`config.mk`:
```
export PLATFORM = sky130hd
export DESIGN_NAME = fp_exe_tracker
export DESIGN_NICKNAME = d
export VERILOG_FILES = /design/src/rtl/fp_exe_tracker_pkg.sv /design/src/rtl/fp_tracker_fifo.sv /design/src/rtl/fp_exe_tracker.sv
export SDC_FILE = /design/constraint.sdc
export NUM_CORES = 1
export LEC_CHECK = 0
export BUFFER_PORTS_ARGS = -buffer_cell sky130_fd_sc_hd__buf_4
export CELL_PAD_IN_SITES_DETAIL_PLACEMENT = 1
export CELL_PAD_IN_SITES_GLOBAL_PLACEMENT = 1
export CORE_UTILIZATION = 37
export DETAILED_ROUTE_END_ITERATION = 12
export PLACE_DENSITY_LB_ADDON = 0.1
export SETUP_SLACK_MARGIN = 0.15
export SYNTH_ARGS = -nofsm -noshare
export SYNTH_HDL_FRONTEND = slang
export SYNTH_HIERARCHICAL = 1
export SYNTH_SLANG_ARGS = --single-unit
```
`constraint.sdc`:
```
create_clock -name clock -period 5.2 [get_ports clock]
set_input_delay 0.78 -clock clock [delete_from_list [all_inputs] [get_ports clock]]
set_output_delay 0.78 -clock clock [all_outputs]
set_load 0.1 [all_outputs]
```
`src/rtl/fp_exe_tracker_pkg.sv`:
```
// Shared FP execution-unit interface types plus the tracker's buffered-result entry.
// Stands in for the fp_wire definitions so the tracker slice compiles on its own.
package fp_exe_tracker_pkg;

    typedef struct packed {
        logic       fmadd;
        logic       fmsub;
        logic       fnmsub;
        logic       fnmadd;
        logic       fadd;
        logic       fsub;
        logic       fmul;
        logic       fdiv;
        logic       fsqrt;
        logic       fsgnj;
        logic       fcmp;
        logic       fmax;
        logic       fclass;
        logic       fmv_i2f;
        logic       fmv_f2i;
        logic       fcvt_i2f;
        logic       fcvt_f2i;
        logic [1:0] fcvt_op;
    } fp_operation_type;

    localparam fp_operation_type init_fp_operation = 19'b0;

    typedef struct packed {
        logic [31:0]      data1;
        logic [31:0]      data2;
        logic [31:0]      data3;
        logic [1:0]       fmt;
        logic [2:0]       rm;
        fp_operation_type op;
        logic             enable;
    } fp_exe_in_type;

    typedef struct packed {
        logic [31:0] result;
        logic [4:0]  flags;
        logic        ready;
    } fp_exe_out_type;

    // Payload buffered per retired operation; the tag travels alongside it.
    typedef struct packed {
        logic [31:0] result;
        logic [4:0]  flags;
    } fp_tracker_entry;

    localparam int FP_ENTRY_W = 37;

    function automatic fp_tracker_entry fp_tracker_pack(input logic [31:0] result,
                                                        input logic [4:0]  flags);
        fp_tracker_entry e;
        e.result = result;
        e.flags  = flags;
        return e;
    endfunction

endpackage

```
`src/rtl/fp_tracker_fifo.sv`:
```
// Synchronous FIFO with registered storage, power-of-two depth and an occupancy count.
// Simultaneous push and pop both take effect; pointers wrap naturally.
module fp_tracker_fifo #(
    parameter int WIDTH = 8,
    parameter int DEPTH = 4
) (
    input  logic                    clock,
    input  logic                    reset,
    input  logic                    push,
    input  logic [WIDTH-1:0]        push_data,
    input  logic                    pop,
    output logic [WIDTH-1:0]        head_data,
    output logic [$clog2(DEPTH):0]  count
);
    localparam int          PW     = $clog2(DEPTH);
    localparam logic [PW:0] FULL_C = (PW + 1)'(DEPTH);
    localparam logic [PW:0] ONE_C  = (PW + 1)'(1);
    localparam logic [PW:0] ZERO_C = (PW + 1)'(0);
    localparam logic [PW-1:0] STEP_C = (PW)'(1);

    logic [WIDTH-1:0] mem_r [DEPTH];
    logic [PW-1:0]    wr_ptr_r;
    logic [PW-1:0]    rd_ptr_r;
    logic [PW:0]      count_r;
    logic             push_ok_s;
    logic             pop_ok_s;

    // Qualify requests; a push into a full FIFO only lands alongside a pop.
    always_comb begin
        pop_ok_s  = pop && (count_r != ZERO_C);
        push_ok_s = push && ((count_r != FULL_C) || pop_ok_s);
    end

    // Storage is cleared on reset so an empty FIFO presents an all-zero head.
    always_ff @(posedge clock or posedge reset) begin
        if (reset) begin
            for (int i = 0; i < DEPTH; i++) begin
                mem_r[i] <= {WIDTH{1'b0}};
            end
        end else if (push_ok_s) begin
            mem_r[wr_ptr_r] <= push_data;
        end
    end

    // Pointer and count bookkeeping.
    always_ff @(posedge clock or posedge reset) begin
        if (reset) begin
            wr_ptr_r <= {PW{1'b0}};
            rd_ptr_r <= {PW{1'b0}};
            count_r  <= ZERO_C;
        end else begin
            if (push_ok_s) begin
                wr_ptr_r <= wr_ptr_r + STEP_C;
            end
            if (pop_ok_s) begin
                rd_ptr_r <= rd_ptr_r + STEP_C;
            end
            case ({push_ok_s, pop_ok_s})
                2'b10:   count_r <= count_r + ONE_C;
                2'b01:   count_r <= count_r - ONE_C;
                default: count_r <= count_r;
            endcase
        end
    end

    assign head_data = mem_r[rd_ptr_r];
    assign count     = count_r;

endmodule

```
`src/rtl/fp_exe_tracker.sv`:
```
// Issue/retire tracker in front of fp_unit: tags requests, matches in-order ready pulses
// to tags and buffers tagged results for a backpressured writeback consumer.
module fp_exe_tracker
    import fp_exe_tracker_pkg::*;
#(
    parameter int DEPTH = 4,
    parameter int TAG_W = 5
) (
    input  logic             clock,
    input  logic             reset,
    input  logic             req_valid,
    output logic             req_ready,
    input  logic [TAG_W-1:0] req_tag,
    input  logic [31:0]      req_data1,
    input  logic [31:0]      req_data2,
    input  logic [31:0]      req_data3,
    input  logic [1:0]       req_fmt,
    input  logic [2:0]       req_rm,
    input  fp_operation_type req_op,
    output fp_exe_in_type    fp_exe_i,
    input  fp_exe_out_type   fp_exe_o,
    output logic             wb_valid,
    input  logic             wb_ready,
    output logic [TAG_W-1:0] wb_tag,
    output logic [31:0]      wb_result,
    output logic [4:0]       wb_flags,
    output logic             err_orphan
);
    localparam int          CW      = $clog2(DEPTH) + 1;
    localparam int          RW      = TAG_W + FP_ENTRY_W;
    localparam logic [CW:0] DEPTH_C = (CW + 1)'(DEPTH);

    logic [CW-1:0]   tag_count_s;
    logic [CW-1:0]   res_count_s;
    logic [CW:0]     occupancy_s;
    logic            accept_s;
    logic            tag_empty_s;
    logic            tag_pop_s;
    logic            wb_pop_s;
    logic [TAG_W-1:0] head_tag_s;
    logic [RW-1:0]   res_push_data_s;
    logic [RW-1:0]   res_head_s;
    fp_tracker_entry head_entry_s;
    logic            err_orphan_r;

    // Credit check uses registered counts only, so req_ready never depends on req_valid or wb_ready.
    always_comb begin
        occupancy_s = {1'b0, tag_count_s} + {1'b0, res_count_s};
        req_ready   = occupancy_s < DEPTH_C;
        accept_s    = req_valid && req_ready;
        tag_empty_s = tag_count_s == {CW{1'b0}};
        tag_pop_s   = fp_exe_o.ready && !tag_empty_s;
        wb_pop_s    = wb_valid && wb_ready;
    end

    // Zero-latency issue: operands pass through, op is masked when nothing is accepted.
    always_comb begin
        fp_exe_i.data1  = req_data1;
        fp_exe_i.data2  = req_data2;
        fp_exe_i.data3  = req_data3;
        fp_exe_i.fmt    = req_fmt;
        fp_exe_i.rm     = req_rm;
        fp_exe_i.enable = accept_s;
        if (accept_s) begin
            fp_exe_i.op = req_op;
        end else begin
            fp_exe_i.op = init_fp_operation;
        end
    end

    // Writeback presents the result FIFO head; fields are meaningful only with wb_valid.
    always_comb begin
        res_push_data_s = {head_tag_s, fp_tracker_pack(fp_exe_o.result, fp_exe_o.flags)};
        head_entry_s    = fp_tracker_entry'(res_head_s[FP_ENTRY_W-1:0]);
        wb_valid        = res_count_s != {CW{1'b0}};
        wb_tag          = res_head_s[RW-1 -: TAG_W];
        wb_result       = head_entry_s.result;
        wb_flags        = head_entry_s.flags;
    end

    // A ready pulse with no outstanding tag latches an error until reset.
    always_ff @(posedge clock or posedge reset) begin
        if (reset) begin
            err_orphan_r <= 1'b0;
        end else if (fp_exe_o.ready && tag_empty_s) begin
            err_orphan_r <= 1'b1;
        end else begin
            err_orphan_r <= err_orphan_r;
        end
    end

    assign err_orphan = err_orphan_r;

    fp_tracker_fifo #(
        .WIDTH (TAG_W),
        .DEPTH (DEPTH)
    ) u_tag_fifo (
        .clock     (clock),
        .reset     (reset),
        .push      (accept_s),
        .push_data (req_tag),
        .pop       (tag_pop_s),
        .head_data (head_tag_s),
        .count     (tag_count_s)
    );

    fp_tracker_fifo #(
        .WIDTH (RW),
        .DEPTH (DEPTH)
    ) u_res_fifo (
        .clock     (clock),
        .reset     (reset),
        .push      (tag_pop_s),
        .push_data (res_push_data_s),
        .pop       (wb_pop_s),
        .head_data (res_head_s),
        .count     (res_count_s)
    );

endmodule

```
After elaboration in Yosys (flattened, before gate mapping)
Index checks and enable logic that the tools add are counted.

storage, ports and cells
  register bits after elaboration = 203
  input port bits = 167
  output and inout port bits = 166

cells by class
  bitwise gates (word level) = 4
  muxes and demuxes = 15
  equal/unequal tests = 6
  add/subtract/negate cells = 9
  reduce and logical (&&, ||, !) cells = 18
  magnitude comparators = 7

operators by type and width
  kind                 count
  $bwmux 168           1
  $mux 42              3
  $bmux 42 s2          1
  $demux 42 s2         1
  $bwmux 20            1
  $mux 19              1
  $mux 5               3
  $ge 3x3->1 const B   4
  $not 2->3            4
  $pmux 3 s2           2
  $bmux 5 s2           1
  $demux 5 s2          1
  $logic_and 1x1->1    10
  $add 2x1->2 const B  4
  $add 3x1->3 const B  2
  $lt 3x1->1 const B   2
  $ne 3x3->1 const B   2
  $reduce_bool 3->1    2
  $sub 3x1->3 const B  2
  $add 3x3->4          1
  $eq 2x1->1 const B   2
  $eq 2x2->1 const B   2
  $lt 4x3->1 const B   1
  $reduce_bool 2->1    2
  other kinds (3)      4

Logic depth before layout (Yosys ltp)
  word-level depth = 8
  mapped depth = 11
  depth with buffers taken out = 10

Modules after synthesis
The synthesis kept the hierarchy.

by module, submodules not included
  module                         instances  area each (µm²)  sequential area each (µm²)  cells each
  fp_tracker_fifo at u_res_fifo  1          7706.1           4379.2                      444
  fp_tracker_fifo at u_tag_fifo  1          1281.2           675.6                       87
  fp_exe_tracker                 1          1151.1           25.0                        138

Least setup slack after synthesis
OpenSTA, ideal clock, no wires.

  kind = reg-to-output
  start = register u_tag_fifo.count_r[1] (netlist: u_tag_fifo/count[1])
  end = output req_ready
  setup slack = 0.516 ns
  arrival time = 3.904 ns
  required time = 4.420 ns
  stages on the path, launching flop included = 5
  path through = dfrtp_1 ha_1 and3_1 buf_2 nor4_1

on the way
  word-level cells in the longest chain between the ends = 2

RTL lines
  item                      RTL line               text
  start: declaration        fp_tracker_fifo.sv:24  logic [PW:0] count_r;
  start signal: assignment  fp_tracker_fifo.sv:59  2'b10: count_r <= count_r + ONE_C;
  start signal: assignment  fp_tracker_fifo.sv:60  2'b01: count_r <= count_r - ONE_C;
  start signal: assignment  fp_tracker_fifo.sv:61  default: count_r <= count_r;
  $add 3x3->4               fp_exe_tracker.sv:48   occupancy_s = {1'b0, tag_count_s} + {1'b0, res_count_s};
  $lt 4x3->1                fp_exe_tracker.sv:49   req_ready = occupancy_s < DEPTH_C;
  end: declaration          fp_exe_tracker.sv:12   output logic req_ready,

No other way between the ends.

==> qor.yml <==
setup_path:
  cpMaxStageDelayCell: "and3_1"
  cp-start-kind: "register"
  path_max_fanout: 21
  cp_top_family: "simple AND/OR/NAND/NOR gates"
  arrival_ns: 2.75
  crit_path_cell_trace: "ha_1 -> and3_1 -> nor2_1 -> buf_4"
  startpoint: "u_tag_fifo/count[1]"
  slowest_delay_ns: 0.88
  timing_worst_setup_path_type: "register to output pin"
  cp.required_ns: 4.42
  cp-end-kind: "output pin"
  worst-path-buf-inv: 1
  ff2ff_setup_slack_ns: 1.88
  r2r-start: "u_tag_fifo/count[1]"
global_routing:
  grt_max_degree: 176
  grt_pass1_wl_um: 36200
  grt_util_all_layers_pct: 16.3
  grt_pass1_vias: 6315
  antenna_found_initial: 0
  overflow: 0
floorplan:
  rows: 60
  io_pins: 333
  start_util_pct: 37.6
  core-area_sq_um: 27000
  die-area_sq_um: 28100
  die_w_um: 168
  die_h_um: 168
placed_design:
  gp_congestion: 0.754
  placed_cells: 1015
  port_buffers: 130
  dp_hpwl_um: 14900
layout:
  fill_cells: 2685
  final_nets: 882
  drive_gt1_share_pct: 61.9
  fin_cells: 1060
  area_growth_pct: 12.7
  diodes: 0
synthesis:
  synthCells: 669
  yosysSeqAreaShare_pct: 50.1
  synth-xor-area-share_pct: 1.04
  yosysTopAreaCellShare_pct: 50.1
  synth.area.mux_share_pct: 31.7
  syn-cell-area_sq_um: 10100
  synth_compound_area_share_pct: 0.259
  synth_fa_ha_area_share_pct: 1.88
  synth_area_leaders: "dfrtp_1, mux2_2, mux4_2, buf_4, nor3b_2"
  yosysUniqueCellTypes: 30
  synth_nets: 850
  synth.ff_latch_count: 203
  synth.largest_area_cell: "dfrtp_1"
  synth_top_family_by_area: "multiplexers"
  ys.warnings.count: 6
  syn_avg_cell_area_sq_um: 15.2
  synth-simple-area-share_pct: 4.33
drt:
  wl_um: 22500
  drc: 0
  first_iter_violations: 226
  antenna_left: 0
  wl_met3_um: 1240
  drt-met1-wl_um: 9280
  highest_layer: "met4"
  wl_met2_um: 11600
  num_vias: 5477
  via_per_inst: 5.17
  drt-pass1-iter-count: 4
  routedWlPerCell_um: 21.3
clocking:
  cts.reportedPaths.clkPinSlew_ns: 0.06
  clkLatencyLatePin_ns: 0.51
  clock_path_buffers: 3
  cts_tree: "done"
  postCtsSetupRepairBufs: 0
  cts_sinks: 203
  ctsHoldBuffers: 0
  cts_made_buffers: 25
  cts_resized: 0
  cts_max_level: 1
  ctsRootBufferMaster: "clkbuf_16"
timing:
  period_share_pct: 67.9
  drv_slew: 0
  fmax_mhz: 283
  finalSetupViolCount: 0
  maxSlewHeadroom_pct: 25.3
  clock_skew_ns: 0.0132
  post-route-min-period_ns: 3.53
  rsz0062_at_grt: "false"
  worstMarginPinSlew_ns: 1.12
  hold_viol: 0
  setup_tns_ns: 0
worst_hold_path:
  hp-class: "input pin to asynchronous set/reset pin"
status:
  status: "finished, final reports clean"
flow_run:
  drv_cap: 0
==> metrics by stage <==
| stage | instance area (sq um) | setup slack (ns) | utilization [%] | hold slack (ns) |
|---|---|---|---|---|
| after floorplan | 10100 | 0.516 | - | 0.475 |
| after global placement | 10600 | 1.98 | 39.4 | 0.452 |
| after detailed placement | 10600 | 1.84 | 39.4 | 0.465 |
| after CTS | 11400 | 1.61 | 42.4 | 0.120 |
| after global routing | 11400 | 1.48 | 42.4 | 0.130 |
| final | 11400 | 1.67 | 42.4 | 0.143 |
==> synth_stat cells <==
cell and instances:
clkbuf_1 6, dfrtp_1 203, nor2b_1 1, a21o_1 1
buf_6 18, nor4b_4 2, o31a_2 1, and3_1 1
xnor2_1 6, ha_1 12, o31a_1 1, mux4_2 47
nand2b_1 1, nor4_1 1, inv_1 13, mux2_2 190
buf_2 8, mux2i_1 2, nor3_1 1, nor2_2 4
or3_1 1, or2b_2 1, or4b_4 1, nand2_1 10
fa_1 2, buf_4 102, nor2_1 7, nor3b_2 19
xor2_1 6, and2_1 1
==> worst register-to-register path, delay by kind of cell (launching register included) <==
kind	cells	cell delay (ns)
buffers and inverters	1	0.06
DFF	1	0.44
and+or+nand+nor	4	1.57
adders and majority gates	3	0.86
xor gates and xnor gates	2	0.31
==> layout by cell type, fill, tap and decap left out, drive strengths merged, types with 2 or more instances in the layout <==
cell / netlist / routed
o31a: 2 / 2
nor2: 11 / 11
mux2: 190 / 190
clkinvlp: 0 / 2
nand2: 10 / 10
clkbuf: 6 / 39
clkinv: 0 / 3
nor3b: 19 / 19
nor4b: 2 / 2
mux2i: 2 / 2
dfrtp: 203 / 203
xor2: 6 / 6
buf: 128 / 139
inv: 13 / 13
xnor2: 6 / 6
fa: 2 / 2
mux4: 47 / 47
ha: 12 / 12
==> worst paths after layout <==
check / cells past startpoint / end
setup / recovery: 4 / fp_exe_i[0]
hold / removal: 2 / err_orphan
setup reg to reg: 10 / u_tag_fifo/count[2]
hold reg to reg: 1 / err_orphan
max in group asynchronous: 3 / u_res_fifo/rd_ptr_r[0]
min in group clock: 1 / err_orphan
==> registers in the layout, indices dropped and copies added, names as in the netlist <==
| name | cells |
|---|---|
| u_tag_fifo/rd_ptr_r | 2 |
| u_res_fifo/rd_ptr_r | 2 |
| u_res_fifo/wr_ptr_r | 2 |
| u_tag_fifo/count | 3 |
| err_orphan | 1 |
| u_tag_fifo/mem_r | 20 |
| u_tag_fifo/wr_ptr_r | 2 |
| u_res_fifo/count | 3 |
| u_res_fifo/mem_r | 168 |
==> cell families after synthesis <==
group                      after synthesis
xor gates and xnor gates                12
AOI/OAI and AO/OA                        3
DFF                                    203
muxes                                  239
buffers and inverters                  147
adders and majority gates               14
and+or+nand+nor                         51
==> metal layers <==
layer,up-vias,global-route usage (%)
li1,2337,-
met3,53,4.04
met1,2898,20.5
met4,0,3.75
met2,189,28.3
met5,-,0
==> cell type report <==
class | count | area (sq um) | area share [%]
inverters | 13 | 52.6 | 0.460
clock buffers | 39 | 748 | 6.55
well taps | 341 | 427 | 3.73
flip-flops and latches | 203 | 5080 | 44.5
clock inverters | 6 | 61.3 | 0.536
repair buffers | 139 | 1060 | 9.24
multi-input cells | 319 | 4000 | 35.0
Power is left out: the tool's default activity adds up to more than one toggle a clock period on the data nets, which glitch-free logic cannot reach.
